`src/rtl/bc_pkg.sv`:
```
// Shared definitions for the Bulls & Cows guess scorer.
//   NUM_DIGITS  digits per code (pair count is NUM_DIGITS^2)
//   DIGIT_W     bits per digit; digit 0 lives in code[DIGIT_W-1:0]
//   MAX_DIGIT   largest legal digit value
//   digit_t         one code digit
//   scorer_state_t  scorer FSM states
//   digit_at()      extracts digit idx from a packed code word
package bc_pkg;

   localparam int NUM_DIGITS = 4;
   localparam int DIGIT_W    = 4;
   localparam int MAX_DIGIT  = 9;

   typedef logic [DIGIT_W-1:0] digit_t;

   typedef enum logic [1:0] {
      IDLE = 2'd0,
      SCAN = 2'd1,
      DONE = 2'd2
   } scorer_state_t;

   function automatic digit_t digit_at(input logic [NUM_DIGITS*DIGIT_W-1:0] code,
                                       input logic [1:0]                    idx);
      return code[DIGIT_W*int'(idx) +: DIGIT_W];
   endfunction

endpackage

```
`src/rtl/bc_guess_scorer.sv`:
```
// Sequenced Bulls & Cows scoring engine.
// On an accepted start the guess (code) and secret are latched, then all 16 digit
// pairs (i outer, j inner) are walked one per cycle through a shared digit
// comparator. The final pair loads the result registers and raises done for one
// cycle. Results hold until the last pair of the next run.
//
// Handshake: start is sampled only while idle; busy is high from the accepting
// edge until done falls; done is a one-cycle pulse and the result outputs are
// valid from that cycle until the final pair of the next run.
//
// Ports
//   clock   in   system clock, rising edge
//   reset   in   synchronous, active-high
//   start   in   request, sampled only in IDLE
//   code    in   [15:0] guess (or secret under validation)
//   secret  in   [15:0] opponent secret
//   busy    out  run in progress
//   done    out  one-cycle completion pulse
//   bulls   out  [2:0] same-position matches
//   cows    out  [3:0] cross-position matches
//   win     out  bulls == NUM_DIGITS
//   valid   out  all code digits legal and distinct
module bc_guess_scorer
   import bc_pkg::*;
(
   input  logic                          clock,
   input  logic                          reset,
   input  logic                          start,
   input  logic [NUM_DIGITS*DIGIT_W-1:0] code,
   input  logic [NUM_DIGITS*DIGIT_W-1:0] secret,
   output logic                          busy,
   output logic                          done,
   output logic [2:0]                    bulls,
   output logic [3:0]                    cows,
   output logic                          win,
   output logic                          valid
);

   scorer_state_t                 state;
   logic [NUM_DIGITS*DIGIT_W-1:0] code_q;
   logic [NUM_DIGITS*DIGIT_W-1:0] secret_q;
   logic [1:0]                    i;
   logic [1:0]                    j;
   logic [2:0]                    bulls_acc;
   logic [3:0]                    cows_acc;
   logic                          dup_flag;
   logic                          range_flag;

   digit_t     code_i;
   digit_t     code_j;
   digit_t     secret_j;
   logic       match;
   logic [2:0] bulls_nxt;
   logic [3:0] cows_nxt;
   logic       dup_nxt;
   logic       range_nxt;
   logic       last_pair;

   // Next accumulator values for the pair (i,j) currently addressed. The final
   // pair's contribution is folded straight into the output registers.
   always_comb begin
      code_i    = digit_at(code_q, i);
      code_j    = digit_at(code_q, j);
      secret_j  = digit_at(secret_q, j);
      match     = (code_i == secret_j);
      bulls_nxt = bulls_acc;
      cows_nxt  = cows_acc;
      dup_nxt   = dup_flag;
      range_nxt = range_flag;
      if (match && (i == j)) bulls_nxt = bulls_acc + 3'd1;
      if (match && (i != j)) cows_nxt  = cows_acc + 4'd1;
      // Each unordered digit pair is checked for duplicates once (i<j).
      if ((i < j) && (code_i == code_j)) dup_nxt = 1'b1;
      // Range is checked once per code digit, on its first inner step.
      if ((j == 2'd0) && (code_i > digit_t'(MAX_DIGIT))) range_nxt = 1'b1;
      last_pair = (i == 2'd3) && (j == 2'd3);
   end

   always_ff @(posedge clock) begin
      if (reset) begin
         state      <= IDLE;
         code_q     <= '0;
         secret_q   <= '0;
         i          <= 2'd0;
         j          <= 2'd0;
         bulls_acc  <= 3'd0;
         cows_acc   <= 4'd0;
         dup_flag   <= 1'b0;
         range_flag <= 1'b0;
         busy       <= 1'b0;
         done       <= 1'b0;
         bulls      <= 3'd0;
         cows       <= 4'd0;
         win        <= 1'b0;
         valid      <= 1'b0;
      end else begin
         case (state)
            IDLE: begin
               done <= 1'b0;
               if (start) begin
                  code_q     <= code;
                  secret_q   <= secret;
                  i          <= 2'd0;
                  j          <= 2'd0;
                  bulls_acc  <= 3'd0;
                  cows_acc   <= 4'd0;
                  dup_flag   <= 1'b0;
                  range_flag <= 1'b0;
                  busy       <= 1'b1;
                  state      <= SCAN;
               end
            end
            SCAN: begin
               bulls_acc  <= bulls_nxt;
               cows_acc   <= cows_nxt;
               dup_flag   <= dup_nxt;
               range_flag <= range_nxt;
               j          <= j + 2'd1;
               if (j == 2'd3) i <= i + 2'd1;
               if (last_pair) begin
                  bulls <= bulls_nxt;
                  cows  <= cows_nxt;
                  win   <= (bulls_nxt == 3'(NUM_DIGITS));
                  valid <= !dup_nxt && !range_nxt;
                  done  <= 1'b1;
                  state <= DONE;
               end
            end
            DONE: begin
               done  <= 1'b0;
               busy  <= 1'b0;
               state <= IDLE;
            end
            default: begin
               done  <= 1'b0;
               busy  <= 1'b0;
               state <= IDLE;
            end
         endcase
      end
   end

endmodule

```
`config.mk`:
```
export PLATFORM = sky130hd
export DESIGN_NAME = bc_guess_scorer
export DESIGN_NICKNAME = d
export VERILOG_FILES = /design/src/rtl/bc_pkg.sv /design/src/rtl/bc_guess_scorer.sv
export SDC_FILE = /design/constraint.sdc
export NUM_CORES = 1
export LEC_CHECK = 0
export BUFFER_PORTS_ARGS = -buffer_cell sky130_fd_sc_hd__clkbuf_2
export CAP_MARGIN = 20
export CORE_MARGIN = 2
export CORE_UTILIZATION = 45
export DETAILED_ROUTE_END_ITERATION = 16
export GPL_ROUTABILITY_DRIVEN = 0
export PLACE_DENSITY = 0.69
export SLEW_MARGIN = 10
export SYNTH_ARGS = -nofsm -noshare
export SYNTH_HDL_FRONTEND = slang
export SYNTH_SLANG_ARGS = --single-unit
```
`constraint.sdc`:
```
create_clock -name clock -period 3.08 [get_ports clock]
set_input_delay 0.154 -clock clock [delete_from_list [all_inputs] [get_ports clock]]
set_output_delay 0.154 -clock clock [all_outputs]
set_load 0.02 [all_outputs]
```
# After elaboration in Yosys (flattened, before gate mapping)
# Cells that the tools add are included.
[word_totals] wordCells=74 memories=0 inputBits=35 regBits=58 romBits=0 latchBits=0 mem_bits_rw=0 out_inout_bits=11
[op_classes] div_mod_pow=0 n_shift=3 eq_ne=11 reduce_logical=18 order_cmp=2 muxes=20 bitwise=1 n_mul=0 add_sub_neg=4
[op_table] op="$shiftx A16 B5 Y4" count=3
[op_table] op="$pmux W2 S2" count=3
[op_table] op="$reduce_and A2 Y1" count=5
[op_table] op="$eq A4 B4 Y1" count=2
[op_table] op="$mux W2" count=4
[op_table] op="$mux W4" count=2
[op_table] op="$pmux W4 S2" count=1
[op_table] op="$logic_and A1 B1 Y1" count=6
[op_table] op="$mux W3" count=2
[op_table] op="$ne A2 B2 Y1 const B" count=3
[op_table] op="$pmux W1 S2" count=3
[op_table] op="$pmux W3 S2" count=1
[op_table] op="$add A2 B1 Y2 const B" count=2
[op_table] op="$add A4 B1 Y4 const B" count=1
[op_table] op="$eq A2 B2 Y1 const B" count=2
[op_table] op="$gt A4 B4 Y1 const B" count=1
[op_table] op="$logic_not A2 Y1" count=2
[op_table] op="$mux W1" count=4
[op_table] op="$add A3 B1 Y3 const B" count=1
[op_table] op="$eq A3 B3 Y1 const B" count=1
[op_table] op="$reduce_and A3 Y1" count=1
[op_table] op="$eq A2 B1 Y1 const B" count=1
[op_table] op="$eq A2 B2 Y1" count=1
[op_table] op="$logic_not A1 Y1" count=2
[op_table] op="other kinds (5)" count=5

# Longest topological paths before layout
# Gate-level depths: netlist of the first run.
[depth] word_depth=6 ltp_mapped=8 mapped_depth_nobuf=6

# Least setup slack after synthesis of the first run
# OpenSTA, ideal clock, no wires.
[synth_timing] path_kind="reg-to-reg" startpoint="register j[0]" endpoint="register cows[1]" slack_ns=0.651 required_time_ns=2.963 arrival_ns=2.312 stages_incl_launch_ff=8 setup_ns=0.117 path_cell_list="dfxtp_1 -> buf_6 -> mux4_2 -> xor2_1 -> nor4_4 -> nand2_2 -> mux2_1 -> a22o_1"
[synth_between] elab_chain_cells=4
[synth_lines] element="start: declaration" line_no="bc_guess_scorer.sv:43" source="logic [1:0] j;"
[synth_lines] element="start signal: assignment" line_no="bc_guess_scorer.sv:118" source="j <= j + 2'd1;"
[synth_lines] element="$shiftx A16 B5 Y4" line_no="bc_pkg.sv:24" source="return code[DIGIT_W*int'(idx) +: DIGIT_W];"
[synth_lines] element="$eq A4 B4 Y1" line_no="bc_guess_scorer.sv:65" source="match = (code_i == secret_j);"
[synth_lines] element="$logic_and A1 B1 Y1" line_no="bc_guess_scorer.sv:71" source="if (match && (i != j)) cows_nxt = cows_acc + 4'd1;"
[synth_lines] element="$mux W4" line_no="bc_guess_scorer.sv:71"
[synth_lines] element="end signal: assignment" line_no="bc_guess_scorer.sv:122" source="cows <= cows_nxt;"
[synth_lines] element="end: declaration" line_no="bc_guess_scorer.sv:34" source="output logic [3:0] cows,"
# Parallel ways exist; a longest one is shown, timed or not.
# A chain may end at the register's enable or synchronous reset.

# Worst setup path in the final report of the first run
[layout_timing] startpoint="register i[0]" endpoint="register cows[1]"
[layout_between] elab_chain_cells=4
[layout_lines] element="start: declaration" line_no="bc_guess_scorer.sv:42" source="logic [1:0] i;"
[layout_lines] element="start signal: assignment" line_no="bc_guess_scorer.sv:119" source="if (j == 2'd3) i <= i + 2'd1;"
[layout_lines] element="$shiftx A16 B5 Y4" line_no="bc_pkg.sv:24"
[layout_lines] element="$eq A4 B4 Y1" line_no="bc_guess_scorer.sv:65"
[layout_lines] element="$logic_and A1 B1 Y1" line_no="bc_guess_scorer.sv:71"
[layout_lines] element="$mux W4" line_no="bc_guess_scorer.sv:71"
# Parallel ways exist; a longest one is shown, timed or not.

==> impl_results.md, run 1 <==
* Status: complete, no violations
* Most frequent cells in the layout: nand2_1 (73), dfxtp_1 (58), a21oi_1 (49)
* RSZ-0062 raised after global routing: no
* Slew Viols, Final at 0
* Cells after DPL at 411
* Sequential-to-total area share from yosys stat at 43.1%
* Pleak at 1.27 nW
* Period utilisation layout at 87.9%
* Global-route wire length before repair at 9730 µm
* Post-Layout Cell Count at 426
* Crit Reg-Reg Endpoint: cows[1]
* Die ar. at 6620 µm²
* Nets@finish at 389
* Net Count, Synth at 346
* Seq cells post-synth at 58
* Dominant cell type by area after synthesis: dfxtp_1
* Primary FF master, synth: dfxtp_1
* Drt pass-1 iters at 4
* Hold Vio Cnt, Final at 0
* CTS Buffer Depth at 2
* Routed via count at 2254
* Largest net degree at the start of global routing at 36
* Mapped Area at 2700 µm²
* Setup bufs post-CTS at 0
* Synth top area cells: dfxtp_1 (43%), nand2_1 (10%), mux4_2 (10%)
* Vias per Instance at 5.29
* CTS root buf: clkbuf_8
* Share of post-route cells with drive strength above 1 at 23.4%
* Post-synth top area share at 43.1%
* Area grow syn2layout at 17.1%
* Overall Global Routing Usage at 19.5%
* Crit path kind: reg2reg
* Initial DRC count at 74
* Commonest non-fill, non-tap cell in the layout: nand2_1
* H-tree Lvls at 3
* Min-delay src: code[9]
* Worst-Margin Slew at 0.568 ns
* Number of flops mapped to enable cells by yosys at 0
* Hold depth at 3
* Std-Cell Rows at 28
* Initial Util at 46.1%
* Worst IR drop on VDD at 0.000288 V
* Die W at 81.4 µm
* Final ANT Viol Nets at 0
* Reg2reg start: i[0]
* PD cells at 550 nW/µm²
* Post-synth ARST share at 0%
* Post-route minimum period at 2.71 ns
* Internal reg-to-reg setup slack at 0.37 ns
* Post-CTS sizing at 0
* Port buffer count at 45
* Core area at 5850 µm²
* Clock skew at 0.00912 ns
* Hold WC Path Type: in2reg
* Required time of the critical path at 3.31 ns
* Num CTS Buffers at 9
* Startpoint types: register
* Max Cap Violations at 0
* Hold endpoint: code_q[9]
* DRC viols at 0
* Worst slew margin at 61.8%
* Die Y at 81.4 µm
* CTS tree: yes
* Global route total overflow at 0
* CP endpoint kind: register
* Setup TNS at 0 ns
* Synthesis Warnings at 0
* Drt total wl at 5600 µm
* Clk Latency, worst-skew pair at 0.34 ns
* Clock slew at reported path FFs at 0.06 ns
* # fillers at 526
* Worst Path Arrival at 2.94 ns
* Mapped Cells at 304
* Avg WL per Cell at 13.1 µm
* Post-DP HPWL at 3970 µm
* CP Max Fanout at 9
* Num Clock Sinks at 58
* Library cells used by synthesis at 39
* Final Setup Violations at 0
* Fmax at 369 MHz
* Number of global-route vias before repair at 2123
* # hold bufs at CTS at 0
* Initial antenna violation count at 0
* Ports at 46
* R2R cell count at 6
* Post-Syn Area per Cell at 8.87 µm²
* Ant diodes at 0
cells in the mapped netlist (2+ instances only):
cell / number
nor3_1: 5
clkbuf_1: 16
o21ai_1: 3
buf_6: 2
dfxtp_1: 58
and3_1: 2
nand2_1: 73
nor2_1: 10
inv_1: 5
xnor2_1: 3
or2_0: 2
mux4_2: 12
or3_1: 4
nand3_2: 2
a21oi_1: 49
a22o_1: 2
nand4_1: 2
a31oi_1: 5
ha_1: 7
nand3_1: 5
and2_1: 2
nand2b_1: 3
o21ai_0: 7
xor2_1: 10
registers in the layout, summed over array words and instances (netlist names), 2 cells and up:
signal and flops:
bulls 3, bulls_acc 3, code_q 16, cows 4, cows_acc 4, i 2, j 2, secret_q 16
state 2
layer usage:
| metal | vias up | track usage (%) | wire, µm |
|---|---|---|---|
| li1 | 1151 | - | - |
| met1 | 1044 | 24.7 | 2660 |
| met2 | 50 | 31.1 | 2590 |
| met3 | 9 | 5.78 | 270 |
| met4 | 0 | 7.80 | 80 |
| met5 | - | 0 | 0 |
worst max-delay path by stage:
stage,from,to,cells after the start
finish,i[0],cows[1],6
global route,j[0],cows[1],6
CTS,i[0],cows[1],6
detailed placement,i[0],cows[1],6
global placement,i[0],cows[1],6
floorplan,j[0],cows[1],7
worst max-delay path: stages, from the launching register on:
cell     delay, ns
dfxtp_1       0.54
mux4_2        0.61
xor2_1        0.21
nor4_4        0.57
nand2_2       0.13
mux2_1        0.34
a22o_1        0.20
report_power, final:
group	switching [W]	internal [W]	total, W
combinational	0.000142	0.000104	0.000247
clock	0.000286	0.000389	0.000675
sequential	0.0000293	0.000784	0.000813
total	0.000458	0.00128	0.00174
stage by stage:
step | hold slack [ns] | cell area [µm²] | utilization (%) | worst slack (ns) | total power, W
CTS | 0.0232 | 3160 | 54.0 | 0.359 | 0.00175
finish | 0.0334 | 3160 | 54.0 | 0.372 | 0.00174
global route | 0.0392 | 3160 | 54.0 | 0.194 | 0.00182
floorplan | 0.290 | 2700 | - | 0.651 | 0.00101
global placement | 0.378 | 2970 | 50.8 | 0.428 | 0.00107
detailed placement | 0.383 | 2970 | 50.8 | 0.376 | 0.00108
logic make-up after synthesis:
family | synth area share, %
compound gates | 15.4
xor+xnor | 4.22
fa+ha+maj | 3.25
buf+inv | 4.04
flops | 43.1
mux | 10.8
simple gates | 19.2
layout make-up:
class	instances	area, µm²	area share, %
Inverter	5	18.8	0.595
Clock inverter	3	40.0	1.27
Tap cell	75	93.8	2.97
Sequential cell	58	1160	36.8
Clock buffer	12	145	4.60
Multi-Input combinational cell	222	1430	45.2
Timing Repair Buffer	51	270	8.56
(Power assumes the default switching activity.)
==> run 2: changes to the inputs <==
- REMOVE_ABC_BUFFERS: default -> 1
==> run 2 against run 1 <==
Flip-flop and latch count stayed put; cell area up 2.4%; clock skew is essentially flat; sequential power is essentially flat; die area stayed put; critical path depth grew 1; utilization is 1.3 points higher; worst hold slack hardly changed; sequential share of layout area decreased by 0.85 points; clock power grew 30%; critical path type unchanged; critical endpoint unchanged; highest routed layer unchanged.
==> impl_results.md, run 2 (synthesized netlist as in run 1, its figures left out) <==
* CTS tree: yes
* Ant diodes at 0
* RSZ-0062 raised after global routing: no
* Slowest CP cell: dfxtp_1
* Startpoint types: register
* Num Clock Sinks at 58
* Initial DRC count at 141
* Num CTS Buffers at 9
* Final ANT Viol Nets at 0
* Max Cap Violations at 0
* Initial antenna violation count at 0
* CTS Buffer Depth at 2
* CP Max Fanout at 9
* Most frequent cells in the layout: nand2_1 (73), dfxtp_1 (58), a21oi_1 (49)
* CP max stage delay at 0.61 ns
* Die W at 81.4 µm
* Post-Layout Cell Count at 428
* Share of post-route cells with drive strength above 1 at 24.1%
* Cells after DPL at 412
* Area grow syn2layout at 19.9%
* Drt pass-1 iters at 4
* Worst-Margin Slew at 0.720 ns
* Setup TNS at 0 ns
* Pleak at 1.30 nW
* Global-route wire length before repair at 9650 µm
* Worst Path Arrival at 2.77 ns
* Crit path kind: reg2reg
* Final Setup Violations at 0
* Initial Util at 46.1%
* Fmax at 393 MHz
* Largest net degree at the start of global routing at 35
* Period utilisation layout at 82.5%
* CTS root buf: clkbuf_8
* Setup bufs post-CTS at 0
* Vias per Instance at 5.26
* H-tree Lvls at 3
* Avg WL per Cell at 13.4 µm
* Nets@finish at 390
* Top flop regs: code_q (16), secret_q (16)
* Status: complete, no violations
* Clock skew at 0.00929 ns
* Port buffer count at 45
* Post-DP HPWL at 4000 µm
* Drt total wl at 5750 µm
* Die Y at 81.4 µm
* Core area at 5850 µm²
* Hold Vio Cnt, Final at 0
* Worst slew margin at 52.0%
* Routed via count at 2250
* PD cells at 601 nW/µm²
* Commonest non-fill, non-tap cell in the layout: nand2_1
* Overall Global Routing Usage at 19.3%
* Std-Cell Rows at 28
* Clk Latency, worst-skew pair at 0.33 ns
* # hold bufs at CTS at 0
* Hold WC Path Type: in2reg
* Setup ws final at 0.538 ns
* Number of global-route vias before repair at 2108
* Worst IR drop on VDD at 0.000323 V
* Ports at 46
* Die ar. at 6620 µm²
* Slew Viols, Final at 0
* Post-CTS sizing at 0
* Post-route minimum period at 2.54 ns
* DRC viols at 0
* Global route total overflow at 0
* Clock slew at reported path FFs at 0.07 ns
* Post-place setup slack at 0.532 ns
* Required time of the critical path at 3.31 ns
* CP endpoint kind: register
* Crit path cell chain: mux4_2 -> xor2_1 -> nor4_4 -> buf_4 -> nand2_2 -> mux2_1 -> a22o_1
==> run 2: cell count changes in the layout (fill, tap and decap cells not counted), sizes merged <==
| cell | delta |
|---|---|
| buf | +1 |
| bufinv | +2 |
| clkinvlp | +1 |
| clkinv | -2 |
==> run 2: area by class of cell <==
type                            instances  area [µm²]
Fill cell                             535        2620
Multi-Input combinational cell        222        1430
Sequential cell                        58        1160
Timing Repair Buffer                   52         278
Clock buffer                           12         155
Clock inverter                          4        97.6
Tap cell                               75        93.8
Inverter                                5        18.8
==> run 2: power breakdown <==
| part | internal [W] | switching (W) |
|---|---|---|
| Sequential | 0.000784 | 0.0000302 |
| Combinational | 0.000109 | 0.000145 |
| Clock | 0.000582 | 0.000293 |
==> run 2: worst paths after layout <==
path                            slack [ns]  depth (start not counted)         from          end
worst max-delay path                  0.54                          7         j[0]      cows[1]
worst min-delay path                  0.03                          3      code[4]    code_q[4]
worst max register to register        0.54                          7         j[0]      cows[1]
worst min register to register        0.46                          2  secret_q[5]  secret_q[5]
==> run 2: per-layer routing <==
metal	global-route usage (%)	vias up	wire [µm]
met5	0	-	0
met4	5.76	0	25
met2	31.7	59	2770
met3	6.89	2	378
met1	23.7	1045	2580
li1	-	1144	-
==> run 2: critical path: cells and delay by family, from the launching register on <==
family	cells	cell delay (ns)
xor gates and xnor gates	1	0.18
buffers and inverters	1	0.21
AOI/OAI and AO/OA	1	0.19
DFF	1	0.61
muxes	2	0.89
and+or+nand+nor	2	0.36
==> run 2: stage by stage <==
stage	power [W]	cell area [µm²]	hold slack, ns	utilization, %
floorplan	0.000991	2610	0.219	-
global placement	0.00108	2980	0.378	50.9
detailed placement	0.00108	2980	0.382	50.9
CTS	0.00196	3230	0.0247	55.2
global route	0.00203	3230	0.0244	55.2
finish	0.00194	3230	0.0337	55.2
